File: config.mk
export PLATFORM = sky130hd
export DESIGN_NAME = ema_lut_loader
export DESIGN_NICKNAME = d
export VERILOG_FILES = /design/src/rtl/ema_lut_loader.sv
export SDC_FILE = /design/constraint.sdc
export NUM_CORES = 1
export LEC_CHECK = 0
export BUFFER_PORTS_ARGS = -buffer_cell sky130_fd_sc_hd__buf_2
export CORE_ASPECT_RATIO = 0.9
export CORE_UTILIZATION = 40
export CTS_CLUSTER_DIAMETER = 100
export DETAILED_ROUTE_END_ITERATION = 6
export PLACE_DENSITY = 0.55
export SETUP_SLACK_MARGIN = 0.2
export SKIP_LAST_GASP = 1
export SYNTH_ARGS = -nofsm -noshare
export SYNTH_HDL_FRONTEND = slang
export SYNTH_SLANG_ARGS = --single-unit
File: constraint.sdc
create_clock -name clk -period 3.4 [get_ports clk]
set_input_delay 0.17 -clock clk [delete_from_list [all_inputs] [get_ports clk]]
set_output_delay 0.17 -clock clk [all_outputs]
set_load 0.05 [all_outputs]
File: src/rtl/ema_lut_loader.sv
// Writer for the EMA coefficient LUTs: sweeps every address and writes alpha*addr and
// (1-alpha)*addr, built up by accumulation so no multiplier is needed.
module ema_lut_loader #(
   parameter int WIDTH  = 8,
   parameter int DATA_W = 16,
   parameter int FRAC   = 8
) (
   input  logic              clk,
   input  logic              reset,
   input  logic              start_i,
   input  logic [FRAC:0]     alpha_in_i,
   input  logic              wr_ready_i,
   output logic              wr_en_o,
   output logic [WIDTH-1:0]  wr_addr_o,
   output logic [DATA_W-1:0] wr_alpha_data_o,
   output logic [DATA_W-1:0] wr_beta_data_o,
   output logic              busy_o,
   output logic              done_o,
   output logic              err_o,
   output logic [1:0]        state_o
);

   // Handshake: a write is accepted on a cycle where wr_en_o and wr_ready_i are both high;
   // address and data hold their value on every cycle that is not accepted.

   typedef enum logic [1:0] {
      IDLE  = 2'd0,
      SWEEP = 2'd1,
      FIN   = 2'd2
   } state_t;

   localparam int ACC_W = WIDTH + FRAC + 1;
   localparam logic [FRAC:0] ONE = {1'b1, {FRAC{1'b0}}};

   state_t           state_q, state_d;
   logic [FRAC:0]    a_q, a_d;
   logic [FRAC:0]    b_q, b_d;
   logic [WIDTH-1:0] addr_q, addr_d;
   logic [ACC_W-1:0] acc_a_q, acc_a_d;
   logic [ACC_W-1:0] acc_b_q, acc_b_d;
   logic             err_q, err_d;

   logic alpha_ok;
   logic accept;

   assign alpha_ok = (alpha_in_i <= ONE);
   assign accept   = (state_q == SWEEP) && wr_ready_i;

   // Truncate the fraction, then clamp anything wider than the LUT word.
   function automatic logic [DATA_W-1:0] scale(input logic [ACC_W-1:0] acc);
      logic [ACC_W-1:0] sh;
      sh = acc >> FRAC;
      if ((ACC_W > DATA_W) && ((sh >> DATA_W) != '0)) begin
         scale = '1;
      end else begin
         scale = DATA_W'(sh);
      end
   endfunction

   always_ff @(posedge clk or posedge reset) begin
      if (reset) begin
         state_q <= IDLE;
      end else begin
         state_q <= state_d;
      end
   end

   always_comb begin
      state_d = state_q;
      case (state_q)
         IDLE:    if (start_i && alpha_ok) state_d = SWEEP;
         SWEEP:   if (accept && (addr_q == '1)) state_d = FIN;
         FIN:     state_d = IDLE;
         default: state_d = IDLE;
      endcase
   end

   always_comb begin
      wr_en_o         = 1'b0;
      wr_addr_o       = '0;
      wr_alpha_data_o = '0;
      wr_beta_data_o  = '0;
      busy_o          = 1'b0;
      done_o          = 1'b0;
      case (state_q)
         SWEEP: begin
            wr_en_o         = 1'b1;
            busy_o          = 1'b1;
            wr_addr_o       = addr_q;
            wr_alpha_data_o = scale(acc_a_q);
            wr_beta_data_o  = scale(acc_b_q);
         end
         FIN:     done_o = 1'b1;
         default: ;
      endcase
   end

   assign err_o   = err_q;
   assign state_o = state_q;

   always_comb begin
      a_d     = a_q;
      b_d     = b_q;
      addr_d  = addr_q;
      acc_a_d = acc_a_q;
      acc_b_d = acc_b_q;
      err_d   = 1'b0;
      if (state_q == IDLE) begin
         err_d = start_i && !alpha_ok;
         if (start_i && alpha_ok) begin
            a_d     = alpha_in_i;
            b_d     = ONE - alpha_in_i;
            addr_d  = '0;
            acc_a_d = '0;
            acc_b_d = '0;
         end
      end else if (accept) begin
         addr_d  = addr_q + 1'b1;
         acc_a_d = acc_a_q + ACC_W'(a_q);
         acc_b_d = acc_b_q + ACC_W'(b_q);
      end
   end

   always_ff @(posedge clk or posedge reset) begin
      if (reset) begin
         a_q     <= '0;
         b_q     <= '0;
         addr_q  <= '0;
         acc_a_q <= '0;
         acc_b_q <= '0;
         err_q   <= 1'b0;
      end else begin
         a_q     <= a_d;
         b_q     <= b_d;
         addr_q  <= addr_d;
         acc_a_q <= acc_a_d;
         acc_b_q <= acc_b_d;
         err_q   <= err_d;
      end
   end

endmodule
==> results of run 1 <==
==> layout by cell type, fill, tap and decap left out, drive strengths merged, types with 8 or more instances in the layout <==
cell type	synthesis	layout
a21o	8	8
clkbuf	9	13
xnor2	16	16
nand3	15	15
xor2	10	10
inv	21	21
buf	19	52
conb	1	14
ha	21	21
a21oi	18	18
a211oi	8	8
o21ai	41	41
and2	27	27
dfrtp	62	62
nor2	33	33
nand2	63	63
==> per-stage QoR <==
step                setup slack, ns  util, %  hold slack (ns)
finish                        0.919     47.5           0.0792
detailed placement            0.920     45.4            0.287
global route                  0.751     47.5           0.0599
global placement              0.945     45.4            0.278
CTS                           0.900     47.5           0.0643
floorplan                      1.00        -            0.275
==> where the power goes <==
| group | switching, mW | internal, mW |
|---|---|---|
| Sequential | 0.184 | 0.989 |
| Clock | 0.293 | 0.322 |
| Combinational | 1.12 | 0.680 |
| Total | 1.60 | 1.99 |
==> final cells by class <==
cell class | count | area, sq um
timing repair buffer | 53 | 290
tap | 122 | 153
sequential | 62 | 1550
clock buffer | 13 | 169
inverter | 21 | 78.8
multi-input combinational | 340 | 2150
clock inverter | 3 | 17.5
fill | 924 | 4880
==> worst max-delay path, stage by stage (launching register included) <==
cell,delay (ns)
dfrtp_1,0.39
ha_1,0.20
inv_1,0.06
fa_1,0.39
nand2b_1,0.18
a21o_1,0.21
a211oi_2,0.38
nor2_1,0.10
or3_1,0.36
a21oi_1,0.15
==> routing by layer <==
metal  GRT usage [%]  vias up  part of all wire (%)
met5               0        -                     0
met4            4.75        0                   1.2
met3            4.94       10                   3.8
met2            29.3       51                    45
met1            26.6     1439                    50
li1                -     1577                     -
==> logic make-up (layout without fill, tap and decap cells) <==
kind of cell             Yosys count  after routing  synth area share, %
adder cells (fa/ha/maj)           23             23                 7.76
AO/OA/AOI/OAI                    103            103                 17.9
XOR/XNOR                          26             26                 5.84
flip-flops                        62             62                 39.8
multiplexers                       2              2                0.513
other                              1             14               0.0961
buffers and inverters             49             90                 6.29
AND/OR/NAND/NOR                  172            172                 21.8
==> worst paths after layout <==
check	endpoint	slack [ns]	depth (start not counted)
min in group asynchronous	acc_b_q[1]	0.45	3
worst max-delay path	acc_a_q[12]	0.92	9
worst min-delay path	err_o	0.08	3
worst min register to register	a_q[8]	0.49	2
worst max register to register	acc_a_q[12]	0.92	9
max in group asynchronous	a_q[7]	2.05	4
==> registers in the layout, indices dropped and copies added (netlist names) <==
signal   flops
acc_b_q     17
a_q          9
state_o      2
b_q          8
addr_q       8
acc_a_q     17
err_o        1
==> what timing repair did <==
item	CTS	global route
hold endpoints to repair	26	0
hold buffers	1	0
setup buffers	0	0
==> summary.md, run 1 <==
| Metric | Value |
|---|---|
| Clk slew on worst S/H paths | `around 0.070 ns` |
| Die W | `between 100 and 150 um` |
| CP endpoint kind | `flop` |
| Placed cell area | `around 4200 sq um` |
| Via/cell ratio | `5.01` |
| Core area | `between 9000 and 10000 sq um` |
| Actual slew at the worst max-slew pin | `0.603 ns` |
| Minimum clock period | `~2.5 ns` |
| CTS tree | `yes` |
| Slew Limit Fails | `0` |
| Initial antenna violation count | `0` |
| Setup TNS | `0 ns` |
| Sink Count | `62` |
| Async SR Flop Fraction | `100%` |
| Prevailing post-synth register cell | `dfrtp_1` |
| First-pass GRT wire length | `between 10000 and 15000 um` |
| I/O Pins | `between 50 and 60` |
| Avg WL per Cell | `around 14 um` |
| Design Area, Final | `4410 sq um` |
| CTS Root Cell | `clkbuf_8` |
| Final setup vio count | `0` |
| Synthesis-to-layout area growth | `13.1%` |
| Worst-path fanout max | `4` |
| Total chip power | `~3.6 mW` |
| Avg Synthesized Cell Area | `slightly below 9 sq um` |
| Total CTS buffers | `9` |
| Startpoint Class | `flop` |
| Share of the synthesized area in the top cell type | `between 30% and 40%` |
| HP Class | `input pin to flop` |
| Detailed Place HPWL | `around 6300 um` |
| WP data arrival | `between 2 and 3 ns` |
| Number of synthesized register bits | `62` |
| Chip height | `95.7 um` |
| Routed Antenna Nets | `0` |
| GPL Wtd Cong | `0.778` |
| Die area | `10200 sq um` |
| Cell with the most instances after synthesis | `nand2_1` |
| Synth top area cells | `dfrtp_1 40%, ha_1 6.7%, nand2_1 6.1%` |
| Max_cap viols | `0` |
| Largest net degree at the start of global routing | `37` |
| Crit Path Category | `flop to flop` |
| Routed vias | `about 3000` |
| # diodes | `0` |
| Port buffer count | `44` |
| Relative max-transition margin | `around three fifths` |
| Clock latency at the later pin of the worst-skew pair | `between 0.3 and 0.4 ns` |
| Synth Instances | `between 400 and 500` |
| Top cells by count, synth | `63 x nand2_1, 62 x dfrtp_1, 40 x o21ai_0` |
| Core Rows | `33` |
| Total grt overflow | `0` |
| Ratio of final minimum period to clock period | `between 70% and 80%` |
| RSZ-0062 raised after global routing | `false` |
| Synth cell types | `53` |
| Maximum clock rate | `a little over 0.4 GHz` |
| Post-synth EDFFs | `0` |
| Nets | `roughly 520` |
| DRC errors left | `0` |
| Crit Reg-Reg Startpoint | `a_q[0]` |
| First DRT Iteration DRCs | `~180` |
| Hold Path Origin | `start_i` |
| Finished Layout Cells | `between 600 and 700` |
| Seq/Total Area, Yosys | `approximately two fifths` |
| Netlist Area Pre-Place | `a little under 4000 sq um` |
| Number of global-route vias before repair | `a little under 3000` |
| WL final | `between 8000 and 9000 um` |
| H-tree lvl count | `3` |
| YS warnings | `0` |
| DR pass1 iterations | `4` |
| Outcome | `finished clean` |
| Leakage power | `between 2 and 2.5 nW` |
| Clock Path Buffers | `2` |
| CP Data Required Time | `3.66 ns` |
| Resized Gates After CTS | `0` |
| Setup crit start | `a_q[0]` |
| Fin. Hold Viols | `0` |
| PwrDens | `between 800 and 900 nW/um^2` |
| Clock Skews | `~0.0042 ns` |
| Gr usage total | `between 10% and 20%` |
| VDD IR max | `0.336 mV` |
| Initial core utilization | `a little over two fifths` |
| Inst Count DP | `about 600` |
| Layout cells sized above 1 | `16.3%` |
| Synth area leader | `dfrtp_1` |
Note: power is estimated with default switching activity, not from simulation.
==> run 2, diff against run 1 <==
--- a/config.mk
+++ b/config.mk
@@ -5,12 +5,13 @@
 export SDC_FILE = /design/constraint.sdc
 export NUM_CORES = 1
 export LEC_CHECK = 0
+export ABC_AREA = 1
 export BUFFER_PORTS_ARGS = -buffer_cell sky130_fd_sc_hd__buf_2
 export CORE_ASPECT_RATIO = 0.9
 export CORE_UTILIZATION = 40
 export CTS_CLUSTER_DIAMETER = 100
 export DETAILED_ROUTE_END_ITERATION = 6
-export PLACE_DENSITY = 0.55
+export PLACE_DENSITY = 0.57
 export SETUP_SLACK_MARGIN = 0.2
 export SKIP_LAST_GASP = 1
 export SYNTH_ARGS = -nofsm -noshare
==> constraint.sdc (replaced) <==
create_clock -name clk -period 2.2 [get_ports clk]
set_input_delay 0.11 -clock clk [delete_from_list [all_inputs] [get_ports clk]]
set_output_delay 0.11 -clock clk [all_outputs]
set_load 0.05 [all_outputs]
==> run 2 against run 1 <==
Hold slack lost 0.025 ns. Non-clock buffer count up 5. Critical path depth rose by 4. Critical endpoint is now acc_b_q[16].
==> summary.md, run 2 <==
| Metric | Value |
|---|---|
| Pint | `3.72 mW (was 1.99 mW)` |
| Seq/Total Area, Yosys | `35.0% (was 39.8%)` |
| DR pass1 iterations | `4 (unchanged)` |
| Clk slew on worst S/H paths | `0.05 ns (was 0.07 ns)` |
| Number of synthesized register bits | `62 (unchanged)` |
| Prevailing post-synth register cell | `dfrtp_1 (unchanged)` |
| R2R depth | `13 (was 9)` |
| Crit Path Category | `flop to flop (unchanged)` |
| Final setup vio count | `0 (unchanged)` |
| Ratio of final minimum period to clock period | `85.5% (was 73.0%)` |
| Number of global-route vias before repair | `3894 (was 2897)` |
| Core Rows | `36 (was 33)` |
| Synth top area cells | `dfrtp_1 35%, nand2_1 18%, inv_1 9.2% (was dfrtp_1 40%, ha_1 6.7%, nand2_1 6.1%)` |
| Routed vias | `4050 (was 3077)` |
| Avg Synthesized Cell Area | `6.66 sq um (was 8.91 sq um)` |
| Initial antenna violation count | `0 (unchanged)` |
| CP endpoint kind | `flop (unchanged)` |
| Filler cells | `1109 (was 924)` |
| First-pass GRT wire length | `18100 um (was 14800 um)` |
| H-tree lvl count | `3 (unchanged)` |
| Via/cell ratio | `4.74 (was 5.01)` |
| Minimum clock period | `1.88 ns (was 2.48 ns)` |
| GPL Wtd Cong | `0.904 (was 0.778)` |
| Reg power frac | `26.2% (was 32.7%)` |
| Clock Path Buffers | `2 (unchanged)` |
| Hold Path Depth | `3 (unchanged)` |
| Top cells by count, synth | `217 x nand2_1, 108 x inv_1, 74 x nor2_1 (was 63 x nand2_1, 62 x dfrtp_1, 40 x o21ai_0)` |
| Port buffer count | `44 (unchanged)` |
| YS warnings | `0 (unchanged)` |
| Setup TNS | `0 ns (unchanged)` |
| Outcome | `finished clean (unchanged)` |
| Routed Antenna Nets | `0 (unchanged)` |
| Max_cap viols | `0 (unchanged)` |
| Die W | `113 um (was 106 um)` |
| WL final | `10700 um (was 8670 um)` |
| Synth Instances | `665 (was 438)` |
| Post-synth EDFFs | `0 (unchanged)` |
| Top flop regs | `acc_a_q (17), acc_b_q (17), a_q (9) (unchanged)` |
| Largest net degree at the start of global routing | `63 (was 37)` |
| Die area | `11500 sq um (was 10200 sq um)` |
| Leakage power | `2.94 nW (was 2.15 nW)` |
| Inst Count DP | `834 (was 597)` |
| DRC errors left | `0 (unchanged)` |
| Most common cell after layout, fill and taps aside | `nand2_1 (unchanged)` |
| Clock Skews | `0.00435 ns (was 0.00421 ns)` |
| Slew Limit Fails | `0 (unchanged)` |
| Most frequent cells in the layout | `213 x nand2_1, 106 x inv_1, 73 x nor2_1 (was 63 x nand2_1, 62 x dfrtp_1, 44 x buf_2)` |
| Async SR Flop Fraction | `100% (unchanged)` |
| Nets | `752 (was 523)` |
| Fin. Hold Viols | `0 (unchanged)` |
| Detailed Place HPWL | `7900 um (was 6290 um)` |
| HP Class | `input pin to flop (unchanged)` |
| Worst-path fanout max | `3 (was 4)` |
| I/O Pins | `59 (unchanged)` |
| Clock power share | `24.5% (was 17.2%)` |
| RSZ-0062 raised after global routing | `true (was false)` |
| Startpoint Class | `flop (unchanged)` |
| Total CTS buffers | `9 (unchanged)` |
| Core area | `10800 sq um (was 9290 sq um)` |
| Min Hold Slack | `0.0540 ns (was 0.0792 ns)` |
| Synthesis-to-layout area growth | `17.4% (was 13.1%)` |
| # diodes | `0 (unchanged)` |
| Layout cells sized above 1 | `14.0% (was 16.3%)` |
| Chip height | `102 um (was 95.7 um)` |
| Synth cell types | `33 (was 53)` |
| Clock latency at the later pin of the worst-skew pair | `0.33 ns (was 0.34 ns)` |
| WP data arrival | `2.10 ns (was 2.74 ns)` |
| VDD IR max | `0.552 mV (was 0.336 mV)` |
| CP Data Required Time | `2.42 ns (was 3.66 ns)` |
| Gr usage total | `20.1% (was 19.0%)` |
| PwrDens | `1290 nW/um^2 (was 813 nW/um^2)` |
| CTS Root Cell | `clkbuf_16 (was clkbuf_8)` |
| Sink Count | `62 (unchanged)` |
| Cell with the most instances after synthesis | `nand2_1 (unchanged)` |
| First DRT Iteration DRCs | `190 (was 175)` |
| Finished Layout Cells | `854 (was 614)` |
| CTS tree | `yes (unchanged)` |
| Netlist Area Pre-Place | `4430 sq um (was 3900 sq um)` |
| Synth area leader | `dfrtp_1 (unchanged)` |
| NetSw | `2.99 mW (was 1.60 mW)` |
| Maximum clock rate | `0.532 GHz (was 0.403 GHz)` |
| Initial core utilization | `41.0% (was 42.0%)` |
| Share of the synthesized area in the top cell type | `35.0% (was 39.8%)` |
| Comb pwr share | `49.3% (was 50.2%)` |
| Avg WL per Cell | `12.5 um (was 14.1 um)` |
| Total grt overflow | `0 (unchanged)` |
| Sw frac | `44.5% (about the same)` |
[run 2: routing by layer]
metal	vias up	part of all wire, %	GRT usage [%]
li1	2121	-	-
met1	1841	46	25.4
met2	77	48	34.5
met3	11	4.2	4.33
met4	0	1.3	6.88
met5	-	0	0
[run 2: logic make-up after synthesis]
| family | count (synthesis) | share of synthesized area, % |
|---|---|---|
| other | 1 | 0.0847 |
| DFF | 62 | 35.0 |
| AOI/OAI and AO/OA | 56 | 6.72 |
| xor gates and xnor gates | 15 | 2.97 |
| and+or+nand+nor | 368 | 34.5 |
| adders and majority gates | 23 | 6.84 |
| buffers and inverters | 140 | 13.9 |
[run 2: path summary, 6_finish.rpt]
path                               end  slack (ns)        from
min in group asynchronous  acc_a_q[10]        0.39       reset
setup reg to reg           acc_b_q[16]        0.32      a_q[0]
setup / recovery           acc_b_q[16]        0.32      a_q[0]
max in group asynchronous  acc_b_q[10]        1.53       reset
hold reg to reg             acc_b_q[2]        0.47  acc_b_q[2]
hold / removal                   err_o        0.05     start_i
[run 2: area by class of cell]
class / instances / area (sq um) / area share, %
Inverter: 109 / 409 / 7.87
Timing Repair Buffer: 58 / 344 / 6.62
Clock buffer: 14 / 294 / 5.66
Sequential cell: 62 / 1550 / 29.8
Multi-Input combinational cell: 476 / 2370 / 45.7
Tap cell: 133 / 166 / 3.20
Clock inverter: 2 / 60.1 / 1.16
[run 2: worst max-delay path, stage by stage, from the launching register on]
cell     delay (ns)
dfrtp_1        0.40
ha_2           0.21
inv_1          0.05
fa_2           0.34
inv_2          0.09
nand2_2        0.06
nand2_2        0.10
nand3_4        0.10
nand2_4        0.10
nand2_1        0.05
nand2_1        0.08
nand3_1        0.08
nand2_1        0.07
nor2_1         0.04
[run 2: per-stage QoR]
step / power (mW) / util (%) / worst slack [ns] / cell area [sq um]
6_report: 6.71 / 48.1 / 0.319 / 5200
5_1_grt: 7.31 / 48.1 / 0.160 / 5200
4_1_cts: 6.69 / 47.4 / 0.202 / 5130
3_5_place_dp: 4.96 / 43.9 / -0.103 / 4750
3_3_place_gp: 4.91 / 43.9 / -0.0608 / 4750
2_1_floorplan: 4.25 / - / 0.248 / 4480
[run 2: power groups by stage]
stage / clock network (mW) / logic (mW) / registers [mW]
2_1_floorplan: 0 / 2.49 / 1.76
3_3_place_gp: 0 / 3.14 / 1.77
3_5_place_dp: 0 / 3.18 / 1.77
4_1_cts: 1.69 / 3.24 / 1.76
5_1_grt: 1.74 / 3.76 / 1.81
6_report: 1.64 / 3.31 / 1.76
[run 2: what timing repair did]
| action | CTS | global route |
|---|---|---|
| hold buffers | 1 | 0 |
| hold endpoints to repair | 62 | 0 |
| setup endpoints to repair | 2 | 38 |
| resized for setup | 3 | 15 |
| pin swaps | 0 | 5 |
| buffers inserted | 1 | 2 |
